`src/rtl/cpu_pkg.sv`:
```
// Shared definitions for the hardwired control unit.
// Contents:
//   - datapath sizing (IR width, opcode/register field widths, register count)
//   - IR field bit positions
//   - opcode constants and opcode-class helper functions
//   - state_t: sequencer states IDLE, T0..T6, HALTED
//   - ctrl_t: the full set of control strobes as one registered bundle
package cpu_pkg;

    localparam int DATA_W   = 32;
    localparam int OPCODE_W = 5;
    localparam int REG_W    = 4;
    localparam int NUM_REGS = 16;

    // IR field positions: opcode | Ra | Rb | Rc | (immediate / unused)
    localparam int OP_MSB = 31;
    localparam int OP_LSB = 27;
    localparam int RA_MSB = 26;
    localparam int RA_LSB = 23;
    localparam int RB_MSB = 22;
    localparam int RB_LSB = 19;
    localparam int RC_MSB = 18;
    localparam int RC_LSB = 15;

    // Opcode values that bound or name the instruction classes
    localparam logic [OPCODE_W-1:0] OP_ROL  = 5'h08;  // last R-type (add..rol = 0x00..0x08)
    localparam logic [OPCODE_W-1:0] OP_ADDI = 5'h09;  // first imm-type
    localparam logic [OPCODE_W-1:0] OP_ORI  = 5'h0B;  // last imm-type
    localparam logic [OPCODE_W-1:0] OP_MUL  = 5'h0F;
    localparam logic [OPCODE_W-1:0] OP_DIV  = 5'h10;
    localparam logic [OPCODE_W-1:0] OP_NOP  = 5'h1A;
    localparam logic [OPCODE_W-1:0] OP_HALT = 5'h1B;

    typedef enum logic [3:0] {
        IDLE,
        T0,
        T1,
        T2,
        T3,
        T4,
        T5,
        T6,
        HALTED
    } state_t;

    typedef struct packed {
        logic [NUM_REGS-1:0] reg_in;
        logic [NUM_REGS-1:0] reg_out;
        logic                PCout;
        logic                Zhighout;
        logic                Zlowout;
        logic                MDRout;
        logic                Cout;
        logic                MARin;
        logic                PCin;
        logic                MDRin;
        logic                IRin;
        logic                Yin;
        logic                IncPC;
        logic                Read;
        logic                HIin;
        logic                LOin;
        logic                ZHighIn;
        logic                ZLowIn;
        logic [OPCODE_W-1:0] alu_op;
        logic                running;
    } ctrl_t;

    function automatic logic is_rtype_op(input logic [OPCODE_W-1:0] op);
        return op <= OP_ROL;
    endfunction

    function automatic logic is_imm_op(input logic [OPCODE_W-1:0] op);
        return (op >= OP_ADDI) && (op <= OP_ORI);
    endfunction

    function automatic logic is_muldiv_op(input logic [OPCODE_W-1:0] op);
        return (op == OP_MUL) || (op == OP_DIV);
    endfunction

    function automatic logic is_halt_op(input logic [OPCODE_W-1:0] op);
        return op == OP_HALT;
    endfunction

    // Register number to one-hot strobe vector
    function automatic logic [NUM_REGS-1:0] reg_onehot(input logic [REG_W-1:0] r);
        logic [NUM_REGS-1:0] v;
        v    = '0;
        v[r] = 1'b1;
        return v;
    endfunction

endpackage

```
`src/rtl/control_sequencer_if.sv`:
```
// Bus between the control sequencer and the datapath.
// Signals:
//   ir, mem_ready, start           datapath -> sequencer
//   reg_in, reg_out                one-hot register load / bus-drive strobes
//   PCout..Cout                    bus-source selects (at most one per cycle)
//   MARin..ZLowIn                  load strobes
//   alu_op                         ALU operation (non-zero only in T4)
//   running                        sequencer is fetching/executing
// Modports: master = sequencer side, slave = datapath side.
//
// Handshake: the only flow-control signal is mem_ready. The sequencer
// raises Read in T1 (the request, acting as valid); with MEM_WAIT_EN the
// memory answers with mem_ready (acting as ready) and the read completes on
// the first rising edge where Read and mem_ready are both high. Read stays
// high and T1 holds for as long as mem_ready is low.
interface control_sequencer_if;
    import cpu_pkg::*;

    logic [DATA_W-1:0]   ir;
    logic                mem_ready;
    logic                start;

    logic [NUM_REGS-1:0] reg_in;
    logic [NUM_REGS-1:0] reg_out;
    logic                PCout;
    logic                Zhighout;
    logic                Zlowout;
    logic                MDRout;
    logic                Cout;
    logic                MARin;
    logic                PCin;
    logic                MDRin;
    logic                IRin;
    logic                Yin;
    logic                IncPC;
    logic                Read;
    logic                HIin;
    logic                LOin;
    logic                ZHighIn;
    logic                ZLowIn;
    logic [OPCODE_W-1:0] alu_op;
    logic                running;

    modport master (
        input  ir, mem_ready, start,
        output reg_in, reg_out,
        output PCout, Zhighout, Zlowout, MDRout, Cout,
        output MARin, PCin, MDRin, IRin, Yin, IncPC, Read, HIin, LOin, ZHighIn, ZLowIn,
        output alu_op, running
    );

    modport slave (
        output ir, mem_ready, start,
        input  reg_in, reg_out,
        input  PCout, Zhighout, Zlowout, MDRout, Cout,
        input  MARin, PCin, MDRin, IRin, Yin, IncPC, Read, HIin, LOin, ZHighIn, ZLowIn,
        input  alu_op, running
    );

endinterface

```
`src/rtl/opcode_decoder.sv`:
```
// Combinational IR decoder.
// Ports:
//   ir         in   instruction register contents
//   opcode     out  IR[31:27]
//   is_rtype   out  add..rol (0x00-0x08)
//   is_imm     out  addi/andi/ori (0x09-0x0B)
//   is_muldiv  out  mul (0x0F) / div (0x10)
//   is_nop     out  nop (0x1A) or any unassigned opcode
//   is_halt    out  halt (0x1B)
//   ra, rb, rc out  register fields IR[26:23], IR[22:19], IR[18:15]
module opcode_decoder
    import cpu_pkg::*;
(
    input  logic [DATA_W-1:0]   ir,
    output logic [OPCODE_W-1:0] opcode,
    output logic                is_rtype,
    output logic                is_imm,
    output logic                is_muldiv,
    output logic                is_nop,
    output logic                is_halt,
    output logic [REG_W-1:0]    ra,
    output logic [REG_W-1:0]    rb,
    output logic [REG_W-1:0]    rc
);

    // The immediate field is consumed by the datapath, not by control
    logic unused_imm;

    assign opcode    = ir[OP_MSB:OP_LSB];
    assign ra        = ir[RA_MSB:RA_LSB];
    assign rb        = ir[RB_MSB:RB_LSB];
    assign rc        = ir[RC_MSB:RC_LSB];

    assign is_rtype  = is_rtype_op(opcode);
    assign is_imm    = is_imm_op(opcode);
    assign is_muldiv = is_muldiv_op(opcode);
    assign is_halt   = is_halt_op(opcode);
    // Unassigned opcodes fall through to nop so they only cost a fetch
    assign is_nop    = (opcode == OP_NOP) || !(is_rtype || is_imm || is_muldiv || is_halt);

    assign unused_imm = ^ir[RC_LSB-1:0];

endmodule

```
`src/rtl/control_sequencer.sv`:
```
// Hardwired control unit: sequences fetch (T0-T2) and execute (T3-T6) for
// register, immediate and mul/div ALU instructions and drives every datapath
// control strobe.
// Ports:
//   clock      in   rising-edge clock
//   clear      in   asynchronous active-low reset
//   bus        master modport of control_sequencer_if (ir/mem_ready/start in,
//              all strobes, alu_op and running out)
//   dbg_state  out  current sequencer state
// Build option: MEM_WAIT_EN -- when defined, T1 holds until mem_ready=1;
// otherwise T1 is a single cycle and mem_ready is ignored.
//
// Outputs are Moore-style and registered from next_state, so each strobe is
// high exactly while the FSM sits in the state that names it, with no
// combinational glitches. The IR must be valid by T2, where nop/halt are
// resolved.
module control_sequencer
    import cpu_pkg::*;
(
    input  logic                       clock,
    input  logic                       clear,
    control_sequencer_if.master        bus,
    output state_t                     dbg_state
);

    logic [OPCODE_W-1:0] opcode;
    logic                is_rtype;
    logic                is_imm;
    logic                is_muldiv;
    logic                is_nop;
    logic                is_halt;
    logic [REG_W-1:0]    ra;
    logic [REG_W-1:0]    rb;
    logic [REG_W-1:0]    rc;

    state_t state;
    state_t next_state;
    ctrl_t  ctrl_d;
    ctrl_t  ctrl_q;

    opcode_decoder u_dec (
        .ir        (bus.ir),
        .opcode    (opcode),
        .is_rtype  (is_rtype),
        .is_imm    (is_imm),
        .is_muldiv (is_muldiv),
        .is_nop    (is_nop),
        .is_halt   (is_halt),
        .ra        (ra),
        .rb        (rb),
        .rc        (rc)
    );

    always_ff @(posedge clock or negedge clear) begin
        if (!clear) begin
            state <= IDLE;
        end else begin
            state <= next_state;
        end
    end

    always_comb begin
        next_state = state;
        case (state)
            IDLE:   if (bus.start) next_state = T0;
            T0:     next_state = T1;
`ifdef MEM_WAIT_EN
            T1:     if (bus.mem_ready) next_state = T2;
`else
            T1:     next_state = T2;
`endif
            T2: begin
                if (is_halt) begin
                    next_state = HALTED;
                end else if (is_nop) begin
                    next_state = T0;
                end else begin
                    next_state = T3;
                end
            end
            T3:     next_state = T4;
            T4:     next_state = T5;
            T5:     next_state = is_muldiv ? T6 : T0;
            T6:     next_state = T0;
            HALTED: next_state = HALTED;
            default: next_state = IDLE;
        endcase
    end

`ifndef MEM_WAIT_EN
    logic unused_mem_ready;
    assign unused_mem_ready = bus.mem_ready;
`endif

    // Strobes for the state being entered
    always_comb begin
        ctrl_d         = '0;
        ctrl_d.running = (next_state != IDLE) && (next_state != HALTED);
        case (next_state)
            T0: begin
                ctrl_d.PCout = 1'b1;
                ctrl_d.MARin = 1'b1;
                ctrl_d.IncPC = 1'b1;
            end
            T1: begin
                ctrl_d.Read  = 1'b1;
                ctrl_d.MDRin = 1'b1;
            end
            T2: begin
                ctrl_d.MDRout = 1'b1;
                ctrl_d.IRin   = 1'b1;
            end
            T3: begin
                ctrl_d.reg_out = reg_onehot(rb);
                ctrl_d.Yin     = 1'b1;
            end
            T4: begin
                if (is_imm) begin
                    ctrl_d.Cout = 1'b1;
                end else begin
                    ctrl_d.reg_out = reg_onehot(rc);
                end
                ctrl_d.alu_op  = opcode;
                ctrl_d.ZLowIn  = 1'b1;
                ctrl_d.ZHighIn = 1'b1;
            end
            T5: begin
                ctrl_d.Zlowout = 1'b1;
                if (is_muldiv) begin
                    ctrl_d.LOin = 1'b1;
                end else if (ra != '0) begin
                    // R0 is read-only: writes to it are dropped
                    ctrl_d.reg_in = reg_onehot(ra);
                end
            end
            T6: begin
                ctrl_d.Zhighout = 1'b1;
                ctrl_d.HIin     = 1'b1;
            end
            default: ;
        endcase
    end

    always_ff @(posedge clock or negedge clear) begin
        if (!clear) begin
            ctrl_q <= '0;
        end else begin
            ctrl_q <= ctrl_d;
        end
    end

    assign bus.reg_in   = ctrl_q.reg_in;
    assign bus.reg_out  = ctrl_q.reg_out;
    assign bus.PCout    = ctrl_q.PCout;
    assign bus.Zhighout = ctrl_q.Zhighout;
    assign bus.Zlowout  = ctrl_q.Zlowout;
    assign bus.MDRout   = ctrl_q.MDRout;
    assign bus.Cout     = ctrl_q.Cout;
    assign bus.MARin    = ctrl_q.MARin;
    assign bus.PCin     = ctrl_q.PCin;
    assign bus.MDRin    = ctrl_q.MDRin;
    assign bus.IRin     = ctrl_q.IRin;
    assign bus.Yin      = ctrl_q.Yin;
    assign bus.IncPC    = ctrl_q.IncPC;
    assign bus.Read     = ctrl_q.Read;
    assign bus.HIin     = ctrl_q.HIin;
    assign bus.LOin     = ctrl_q.LOin;
    assign bus.ZHighIn  = ctrl_q.ZHighIn;
    assign bus.ZLowIn   = ctrl_q.ZLowIn;
    assign bus.alu_op   = ctrl_q.alu_op;
    assign bus.running  = ctrl_q.running;

    assign dbg_state = state;

endmodule

```
`src/flat_wrapper.sv`:
```
// flat-port wrapper written by rule: the top's interface ports become plain ports
module control_sequencer_flat import cpu_pkg::*;
  (clock, clear, dbg_state, bus_ir, bus_mem_ready, bus_start, bus_reg_in, bus_reg_out, bus_PCout, bus_Zhighout, bus_Zlowout, bus_MDRout, bus_Cout, bus_MARin, bus_PCin, bus_MDRin, bus_IRin, bus_Yin, bus_IncPC, bus_Read, bus_HIin, bus_LOin, bus_ZHighIn, bus_ZLowIn, bus_alu_op, bus_running);
  control_sequencer_if bus_i ();
  input  logic clock;
  input  logic clear;
  output state_t dbg_state;
  input wire logic [$bits(bus_i.ir)-1:0] bus_ir;
  input wire logic [$bits(bus_i.mem_ready)-1:0] bus_mem_ready;
  input wire logic [$bits(bus_i.start)-1:0] bus_start;
  output wire logic [$bits(bus_i.reg_in)-1:0] bus_reg_in;
  output wire logic [$bits(bus_i.reg_out)-1:0] bus_reg_out;
  output wire logic [$bits(bus_i.PCout)-1:0] bus_PCout;
  output wire logic [$bits(bus_i.Zhighout)-1:0] bus_Zhighout;
  output wire logic [$bits(bus_i.Zlowout)-1:0] bus_Zlowout;
  output wire logic [$bits(bus_i.MDRout)-1:0] bus_MDRout;
  output wire logic [$bits(bus_i.Cout)-1:0] bus_Cout;
  output wire logic [$bits(bus_i.MARin)-1:0] bus_MARin;
  output wire logic [$bits(bus_i.PCin)-1:0] bus_PCin;
  output wire logic [$bits(bus_i.MDRin)-1:0] bus_MDRin;
  output wire logic [$bits(bus_i.IRin)-1:0] bus_IRin;
  output wire logic [$bits(bus_i.Yin)-1:0] bus_Yin;
  output wire logic [$bits(bus_i.IncPC)-1:0] bus_IncPC;
  output wire logic [$bits(bus_i.Read)-1:0] bus_Read;
  output wire logic [$bits(bus_i.HIin)-1:0] bus_HIin;
  output wire logic [$bits(bus_i.LOin)-1:0] bus_LOin;
  output wire logic [$bits(bus_i.ZHighIn)-1:0] bus_ZHighIn;
  output wire logic [$bits(bus_i.ZLowIn)-1:0] bus_ZLowIn;
  output wire logic [$bits(bus_i.alu_op)-1:0] bus_alu_op;
  output wire logic [$bits(bus_i.running)-1:0] bus_running;
  assign bus_i.ir = bus_ir;
  assign bus_i.mem_ready = bus_mem_ready;
  assign bus_i.start = bus_start;
  assign bus_reg_in = bus_i.reg_in;
  assign bus_reg_out = bus_i.reg_out;
  assign bus_PCout = bus_i.PCout;
  assign bus_Zhighout = bus_i.Zhighout;
  assign bus_Zlowout = bus_i.Zlowout;
  assign bus_MDRout = bus_i.MDRout;
  assign bus_Cout = bus_i.Cout;
  assign bus_MARin = bus_i.MARin;
  assign bus_PCin = bus_i.PCin;
  assign bus_MDRin = bus_i.MDRin;
  assign bus_IRin = bus_i.IRin;
  assign bus_Yin = bus_i.Yin;
  assign bus_IncPC = bus_i.IncPC;
  assign bus_Read = bus_i.Read;
  assign bus_HIin = bus_i.HIin;
  assign bus_LOin = bus_i.LOin;
  assign bus_ZHighIn = bus_i.ZHighIn;
  assign bus_ZLowIn = bus_i.ZLowIn;
  assign bus_alu_op = bus_i.alu_op;
  assign bus_running = bus_i.running;
  control_sequencer u_core (.clock(clock), .clear(clear), .bus(bus_i), .dbg_state(dbg_state));
endmodule
```
`config.mk`:
```
export PLATFORM = sky130hd
export DESIGN_NAME = control_sequencer_flat
export DESIGN_NICKNAME = d
export VERILOG_FILES = /design/src/rtl/cpu_pkg.sv /design/src/rtl/control_sequencer_if.sv /design/src/rtl/opcode_decoder.sv /design/src/rtl/control_sequencer.sv /design/src/flat_wrapper.sv
export SDC_FILE = /design/constraint.sdc
export NUM_CORES = 1
export LEC_CHECK = 0
export BUFFER_PORTS_ARGS = -buffer_cell sky130_fd_sc_hd__buf_2
export CORE_MARGIN = 8
export CORE_UTILIZATION = 45
export CTS_CLUSTER_SIZE = 10
export DETAILED_ROUTE_END_ITERATION = 7
export PLACE_DENSITY = 0.74
export SLEW_MARGIN = 20
export SYNTH_ARGS = -nofsm -noshare
export SYNTH_HDL_FRONTEND = slang
export SYNTH_SLANG_ARGS = --single-unit
```
`constraint.sdc`:
```
create_clock -name clock -period 2.1 [get_ports clock]
set_clock_uncertainty 0.1 [all_clocks]
set_input_delay 0.105 -clock clock [delete_from_list [all_inputs] [get_ports clock]]
set_output_delay 0.105 -clock clock [all_outputs]
set_load 0.02 [all_outputs]
```
==> flow_summary.ini, run 1 <==
[clock_tree]
cts_buffer_depth = 2
cts_tree = done
clock_sinks = 50
clk_latency_ps = 300
clk_pin_slew_ps = 80
cts_root_buf = clkbuf_8
cts_resized = 0
h-tree-depth = 2
numCtsBuffers = 5

[power_and_ir_drop]
p_leak_nw = 1.39
vdd_drop_max_v = 0.000609
p_per_area_nw_per_um2 = 946
power_mw = 2.46

[layout]
drive_gt1_frac = 0.368
syn_to_final_growth_pct = 32.1
fillers = 358
n_antenna_cell = 0
nNetsFinal = 296
layout.cells.non_filler = 313

[worst_setup_path]
timing.rr.end = u_core.bus.running
crit_arrival_ps = 1930
ff2ff_setup_slack_ps = 240
end_kind = flip-flop
cp.buffers_inverters = 0
path_cells = nand2_1 -> a2111o_1 -> and4b_1 -> or3_4 -> or3b_1
crit_type = flip-flop to flip-flop
reg2reg_depth = 5
r2r-start = u_core.dbg_state[1]
required_ps = 2180
max_stage_delay_ps = 400
cp_top_family = simple AND/OR/NAND/NOR gates
cp_slowest_cell = or3_4
cp_max_fo = 6
cp-start-kind = flip-flop

[floorplanning]
initial_utilization = 0.457
die_area_um2 = 6740
die_h_um = 82.1
core_area_um2 = 4290
rows = 24
io-pin-count = 94
die_w_um = 82.1

[global_route]
grt_max_degree = 32
antenna_found_initial = 0
gr-total-overflow = 0
grt_pass1_wl_um = 6800
grt_usage = 0.133
grt_pass1_vias = 1482

[synth]
synth.distinct_cells = 35
ys_seq_area_frac = 0.637
ys_warn_count = 0
synth_seq_cells = 50
synthCells = 171
avgSynthCellArea_um2 = 11.5
synth_area_um2 = 1960
synth_edf_count = 0
synthFlopType = dfrtp_1
async_reset_ff_frac = 1.00

[route]
ant_nets = 0
drt-vias-per-instance = 4.87
routed_wl_um = 4420
route.detailed.drc = 0
first_pass_iters = 4
wl_per_cell_um = 14.1
drt_iter0_markers = 44
vias = 1525

[timing]
fmax_ghz = 0.538
drv_slew = 0
setup_tns_ps = 0
setup_viol = 0
rsz0062_at_grt = no
fin_crit_sh = 0.885
hold_violations = 0
fin_crit_ps = 1860

[hold_path]
worstHoldEndpoint = u_core.bus.Cout
hold_start = bus_ir[30]
hold_depth = 3
min-delay-path-class = input port to flip-flop

[place]
gp_congestion = 0.828
port_buffers = 75
dp_hpwl_um = 3390
dp_cells = 295

[outcome]
status = complete, no violations

[job]
max-cap-violations = 0
-- flip-flops by register name (all words and copies together) (netlist names) --
signal	count
u_core.bus.Cout	1
u_core.bus.LOin	1
u_core.bus.MDRin	1
u_core.bus.MDRout	1
u_core.bus.PCout	1
u_core.bus.Yin	1
u_core.bus.ZHighIn	1
u_core.bus.Zhighout	1
u_core.bus.Zlowout	1
u_core.bus.alu_op	5
u_core.bus.reg_in	15
u_core.bus.reg_out	16
u_core.bus.running	1
u_core.dbg_state	4
-- cell usage after synthesis, drive strengths merged, types with 2 or more instances --
cell type	number	share of area
nor4b	2	0.012
and2	5	0.016
and4b	2	0.010
inv	3	0.0057
nand2b	8	0.025
buf	10	0.039
nor2	24	0.047
nand3b	6	0.023
or3b	2	0.0089
nand3	4	0.010
or2	2	0.0064
o22ai	16	0.051
nand2	11	0.021
clkbuf	2	0.0038
nor3b	2	0.0076
dfrtp	50	0.64
nor3	8	0.020
-- cell usage in the layout (no fill, tap or decap), types with 3 or more instances in the layout --
cell type	count
clkbuf_8	5
buf_4	8
dlygate4sd3_1	10
o22ai_1	16
inv_1	3
buf_2	75
nor2_1	23
nand3b_1	6
nand3_1	4
nor3_1	8
nand2_1	11
and2_1	5
dfrtp_1	50
nand2b_1	8
-- worst max-delay path by stage --
stage	slack, ps	end	startpoint	cells past startpoint
CTS	230	u_core.bus.running	u_core.dbg_state[1]	5
detailed placement	150	u_core.bus.running	bus_ir[28]	6
finish	240	u_core.bus.running	u_core.dbg_state[1]	5
global route	180	u_core.bus.reg_out[14]	u_core.dbg_state[1]	5
global placement	170	u_core.bus.running	bus_ir[29]	6
floorplan	0.8	u_core.bus.running	u_core.dbg_state[3]	6
-- final cells by class --
class / instances / area, um^2 / area share
clock buffers: 6 / 72.6 / 0.0280
clock inverters: 2 / 37.5 / 0.0145
inverters: 3 / 11.3 / 0.00434
multi-input cells: 107 / 622 / 0.240
flip-flops and latches: 50 / 1250 / 0.482
well taps: 52 / 65.1 / 0.0251
repair buffers: 93 / 536 / 0.206
-- repair_timing --
| item | in CTS | in global routing |
|---|---|---|
| setup buffers | 0 | 0 |
| hold endpoints to repair | 59 | 0 |
| hold buffers | 10 | 0 |
-- cell families (layout without fill, tap and decap cells) --
logic type | count (synthesis) | count (layout) | synth area share
and+or+nand+nor | 80 | 80 | 0.225
DFF | 50 | 50 | 0.637
AOI/OAI and AO/OA | 24 | 24 | 0.0822
buffers and inverters | 15 | 104 | 0.0484
other | 1 | 2 | 0.00191
muxes | 1 | 1 | 0.00510
-- power by group --
part	switching (mW)	total (mW)	internal, mW
combinational	0.450	0.714	0.264
clock	0.296	0.651	0.355
sequential	0.0346	1.09	1.06
-- per-layer routing --
layer	wire, um	vias to the layer above	global-route usage
met5	0	-	0
met4	63	0	0.0579
met3	355	4	0.0339
met2	2200	53	0.229
met1	1800	700	0.151
li1	-	768	-
-- tightest hold or removal path, stage by stage --
cell	delay, ps
buf_2	130
nand2b_1	90
nor4b_1	50
-- per-stage QoR --
step / utilization / instance area [um^2] / setup WS [ps] / hold WS, ps
2_1_floorplan: - / 1970 / 0.777 / -291
3_5_place_dp: 0.555 / 2380 / 151 / -6.01
4_1_cts: 0.604 / 2590 / 230 / 11.6
5_1_grt: 0.604 / 2590 / 179 / 28.6
6_report: 0.604 / 2590 / 242 / 18.5
3_3_place_gp: 0.555 / 2380 / 173 / -13.7
Note: power is estimated with default switching activity, not from simulation.
==> run 2: changes to the inputs <==
HOLD_SLACK_MARGIN = 0.05   (was default)
RECOVER_POWER = 100   (was default)
==> run 2 against run 1 <==
Net effect: design area down 1.0%; final cell count grew 1.3%; core utilization fell by 0.61 points; largest power group unchanged; critical path type unchanged.
==> flow_summary.ini, run 2 (synthesis gave the netlist of run 1 again) <==
[floorplanning]
io-pin-count = 94
die_area_um2 = 6740
rows = 24
initial_utilization = 0.457
core_area_um2 = 4290
die_h_um = 82.1
die_w_um = 82.1

[global_route]
grt_usage = 0.133
use_met3 = 0.0328
busiest_layer = met2
grt_pass1_wl_um = 6840
gr-total-overflow = 0
use_met1 = 0.150
antenna_found_initial = 0
grt_pass1_vias = 1510
grt_max_degree = 32
use_met2 = 0.234

[outcome]
status = complete, no violations

[timing]
relSlewSlack = 0.337
setup_viol = 0
setup_tns_ps = 0
fmax_ghz = 0.516
drv_slew = 0
worst_pin_slew_ps = 995
fin_crit_ps = 1940
setup_slack_ps = 160
fin_crit_sh = 0.924
rsz0062_at_grt = no
hold_violations = 0

[worst_setup_path]
cp_max_fo = 7
max_stage_delay_ps = 580
cp_common_cell = buf_4
end_kind = flip-flop
crit_arrival_ps = 2080
path_cells = buf_4 -> nor4b_4 -> buf_4 -> nor4b_2 -> dlygate4sd3_1
cp_top_family = buffers and inverters
required_ps = 2240
cp_slowest_cell = dlygate4sd3_1
cp-start-kind = flip-flop
crit_type = flip-flop to flip-flop
cp.buffers_inverters = 3

[power_and_ir_drop]
p_leak_nw = 1.17
p_per_area_nw_per_um2 = 948
vdd_drop_max_v = 0.000600

[clock_tree]
h-tree-depth = 2
cts_tree = done
cts_root_buf = clkbuf_8
numCtsBuffers = 5
clock_sinks = 50
clk_latency_ps = 300
clk_pin_slew_ps = 80
cts_buffer_depth = 2
cts_setup_buffers = 0

[hold_path]
min-delay-path-class = input port to flip-flop

[layout]
drive_gt1_frac = 0.147
fillers = 386
syn_to_final_growth_pct = 30.8
largest_reg_flops = 16
n_antenna_cell = 0
nNetsFinal = 300
final_cell_mix = 58 x clkbuf_1, 50 x dfrtp_1, 23 x nor2_1
final_common_cell = clkbuf_1

[place]
dpl_worst_slack_ps = 151
dp_hpwl_um = 3390
port_buffers = 75
gp_congestion = 0.828

[route]
routed_wl_um = 4500
wl_per_cell_um = 14.2
first_pass_iters = 4
ant_nets = 0
drt_iter0_markers = 59
route.detailed.drc = 0
vias = 1564
drt-vias-per-instance = 4.93

[job]
max-cap-violations = 0
-- run 2: cell count changes in the layout (fill, tap and decap cells not counted), moves of 2 or more --
cell,delta
and2_0,+2
and2_1,-2
buf_2,-56
buf_4,-2
clkbuf_1,+57
dlygate4sd3_1,+4
-- run 2: worst paths after layout --
kind / slack, ps / to / start / cells past startpoint
max in group asynchronous: 820 / u_core.dbg_state[2] / clear / 3
setup / recovery: 160 / u_core.bus.Cout / u_core.dbg_state[0] / 5
hold reg to reg: 510 / u_core.dbg_state[3] / u_core.dbg_state[2] / 2
hold / removal: 70 / u_core.bus.reg_out[13] / bus_ir[17] / 3
setup reg to reg: 160 / u_core.bus.Cout / u_core.dbg_state[0] / 5
min in group asynchronous: 380 / u_core.bus.reg_in[7] / clear / 3
-- run 2: repair_timing --
item                       CTS  global route
hold buffers                14             0
setup endpoints to repair    0             1
hold endpoints to repair    68             0
gates resized for setup      0             2
-- run 2: stage by stage --
stage	std cells	utilization	hold slack, ps	power [mW]	cell area [um^2]
floorplan	172	-	-291	1.61	1970
detailed placement	295	0.555	-6.01	1.82	2380
finish	317	0.598	69.1	2.44	2570
global placement	295	0.555	-13.7	1.81	2380
global route	317	0.598	85.3	2.57	2570
CTS	317	0.614	50.8	2.50	2640
-- run 2: final cells by class --
class / instances / area (um^2) / area share
clock buffer: 6 / 72.6 / 0.0283
clock inverter: 2 / 37.5 / 0.0146
inverter: 3 / 11.3 / 0.00438
multi-input combinational: 107 / 632 / 0.246
sequential: 50 / 1250 / 0.487
tap: 52 / 65.1 / 0.0253
timing repair buffer: 97 / 499 / 0.194
-- run 2: per-layer routing --
metal | wire length (um) | part of all wire
met2 | 2280 | 0.51
met5 | 0 | 0
met4 | 63 | 0.014
met1 | 1770 | 0.39
met3 | 399 | 0.089
-- run 2: report_power, final --
part           internal (mW)  total (mW)  switching [mW]
sequential              1.06        1.09          0.0376
combinational          0.230       0.690           0.460
clock                  0.355       0.652           0.297
total                   1.64        2.44           0.795
-- run 2: worst min-delay path: stages --
cell	delay, ps
buf_2	120
nand2_1	110
o22ai_1	90
==> run 3: changes to the inputs <==
ABC_AREA = 1   (was default)
CORE_UTILIZATION = 46   (was 45)
PLACE_DENSITY = 0.75   (was 0.74)
==> run 3 against run 2 <==
Net effect: first-iteration DRC count rose by 6.8%; largest cell class unchanged; clock power fell by 14%; highest routed layer unchanged; largest power group unchanged; non-clock buffer count fell by 6.
==> flow_summary.ini, run 3 <==
[global_route]
grt_usage = 0.145
use_met3 = 0.0576
use_met1 = 0.153
grt_pass1_wl_um = 8510
grt_max_degree = 44
gr-total-overflow = 0
antenna_found_initial = 0
busiest_layer = met2
grt_pass1_vias = 1873
use_met2 = 0.258

[synth]
yosys-top-cells-area = dfrtp_1 61%, nand3_1 7.0%, nor2_1 6.5%, inv_1 5.8%, o21ai_0 4.4%
synth_area_um2 = 2060
async_reset_ff_frac = 1.00
synth_area_leader_cell = dfrtp_1
synth.top_cell.area_share = 0.606
synthCells = 220
synthFlopType = dfrtp_1
post-synth-top-count-cell = dfrtp_1
synthTopCellsByCount = 50 x dfrtp_1, 36 x nor2_1, 32 x inv_1
ys_warn_count = 0
synth_seq_cells = 50
avgSynthCellArea_um2 = 9.38
ys_seq_area_frac = 0.606
synth_edf_count = 0
synth.distinct_cells = 21

[route]
routed_wl_um = 4970
vias = 1785
drt-vias-per-instance = 4.92
wl_per_cell_um = 13.7
first_pass_iters = 4
drt_iter0_markers = 63
ant_nets = 0
route.detailed.drc = 0

[worst_setup_path]
cp_max_fo = 6
crit_type = flip-flop to flip-flop
cp_slowest_cell = dlygate4sd3_1
cp_top_family = simple AND/OR/NAND/NOR gates
crit_arrival_ps = 2080
end_kind = flip-flop
cp-start-kind = flip-flop
max_stage_delay_ps = 580
path_cells = inv_1 -> nand2_1 -> nor2_4 -> nand3_1 -> nor4_1 -> dlygate4sd3_1
ff2ff_setup_slack_ps = 160
required_ps = 2240
cp.buffers_inverters = 2

[power_and_ir_drop]
vdd_drop_max_v = 0.000496
p_per_area_nw_per_um2 = 926
p_leak_nw = 1.33

[floorplanning]
die_w_um = 83.0
die_area_um2 = 6890
core_area_um2 = 4350
rows = 24
die_h_um = 83.0
io-pin-count = 94
initial_utilization = 0.474

[clock_tree]
cts_root_buf = clkbuf_8
h-tree-depth = 2
numCtsBuffers = 5
clk_latency_ps = 290
clk_pin_slew_ps = 90
clock_sinks = 50
cts_buffer_depth = 2
cts_tree = done

[layout]
final_common_cell = clkbuf_1
multi_input_area_um2 = 596
final-seq-area_um2 = 1250
syn_to_final_growth_pct = 25.6
largest_reg_flops = 16
n_antenna_cell = 0
fillers = 421
design_area_um2 = 2590
drive_gt1_frac = 0.113
layout.cells.non_filler = 363
nNetsFinal = 346
final_cell_mix = 58 x clkbuf_1, 50 x dfrtp_1, 37 x nor2_1

[timing]
fin_crit_sh = 0.925
relSlewSlack = 0.338
fin_crit_ps = 1940
fmax_ghz = 0.515
worst_pin_slew_ps = 992
drv_slew = 0
setup_viol = 0
rsz0062_at_grt = no
setup_tns_ps = 0
setup_slack_ps = 158
hold_violations = 0

[place]
gp_congestion = 0.901
dpl_worst_slack_ps = 578
dp_hpwl_um = 3760
port_buffers = 75
place_area_um2 = 2450
dp_cells = 341

[hold_path]
min-delay-path-class = input port to flip-flop

[job]
max-cap-violations = 0

[outcome]
status = complete, no violations
[run 3: worst register-to-register path, stage by stage, from the launching register on]
cell           delay (ps)
dfrtp_1               420
inv_1                 100
nand2_1               140
nor2_4                200
nand3_1               160
nor4_1                200
dlygate4sd3_1         580
[run 3: logic make-up after synthesis]
| logic type | after synthesis | synth area share |
|---|---|---|
| other | 1 | 0.00182 |
| DFF | 50 | 0.606 |
| buffers and inverters | 44 | 0.101 |
| and+or+nand+nor | 104 | 0.238 |
| AOI/OAI and AO/OA | 21 | 0.0527 |
[run 3: layout make-up]
cell class / count / area share
Clock buffer: 6 / 0.0318
Clock inverter: 2 / 0.00482
Multi-Input combinational cell: 127 / 0.230
Sequential cell: 50 / 0.482
Inverter: 35 / 0.0516
Tap cell: 52 / 0.0251
Timing Repair Buffer: 91 / 0.175
[run 3: path summary, 6_finish.rpt]
kind                                     start  cells past startpoint                endpoint
min in group asynchronous                clear                      2   u_core.bus.reg_in[11]
min reg2reg                u_core.dbg_state[3]                      3        u_core.bus.MDRin
min                                 bus_ir[17]                      3   u_core.bus.reg_out[7]
max in group asynchronous                clear                      3  u_core.bus.reg_out[15]
max                        u_core.dbg_state[3]                      6   u_core.bus.reg_in[13]
max reg2reg                u_core.dbg_state[3]                      6   u_core.bus.reg_in[13]
[run 3: power breakdown]
group          total [mW]  internal, mW  switching (mW)  leakage (nW)
registers            1.11          1.06          0.0523         0.687
clock network       0.563         0.265           0.298        0.0472
logic               0.726         0.189           0.537         0.597
total                2.40          1.51           0.887          1.33
[run 3: metrics by stage]
| step | hold slack (ps) | utilization | total power [mW] |
|---|---|---|---|
| floorplan | -291 | - | 1.71 |
| finish | 77.9 | 0.596 | 2.40 |
| global placement | 179 | 0.562 | 1.89 |
| global route | 97.2 | 0.596 | 2.55 |
| CTS | 60.8 | 0.616 | 2.50 |
| detailed placement | 183 | 0.562 | 1.91 |
[run 3: metal layers]
layer / part of all wire / wire length [um] / up-vias
li1: - / - / 866
met1: 0.39 / 1930 / 839
met3: 0.085 / 420 / 8
met2: 0.52 / 2570 / 72
met4: 0.0097 / 48 / 0
met5: 0 / 0 / -
[run 3: timing repair]
item                       CTS  global route
setup endpoints to repair    0             1
setup buffers                0             0
resized for setup            0             3
hold endpoints to repair    57             0
hold buffers                14             0
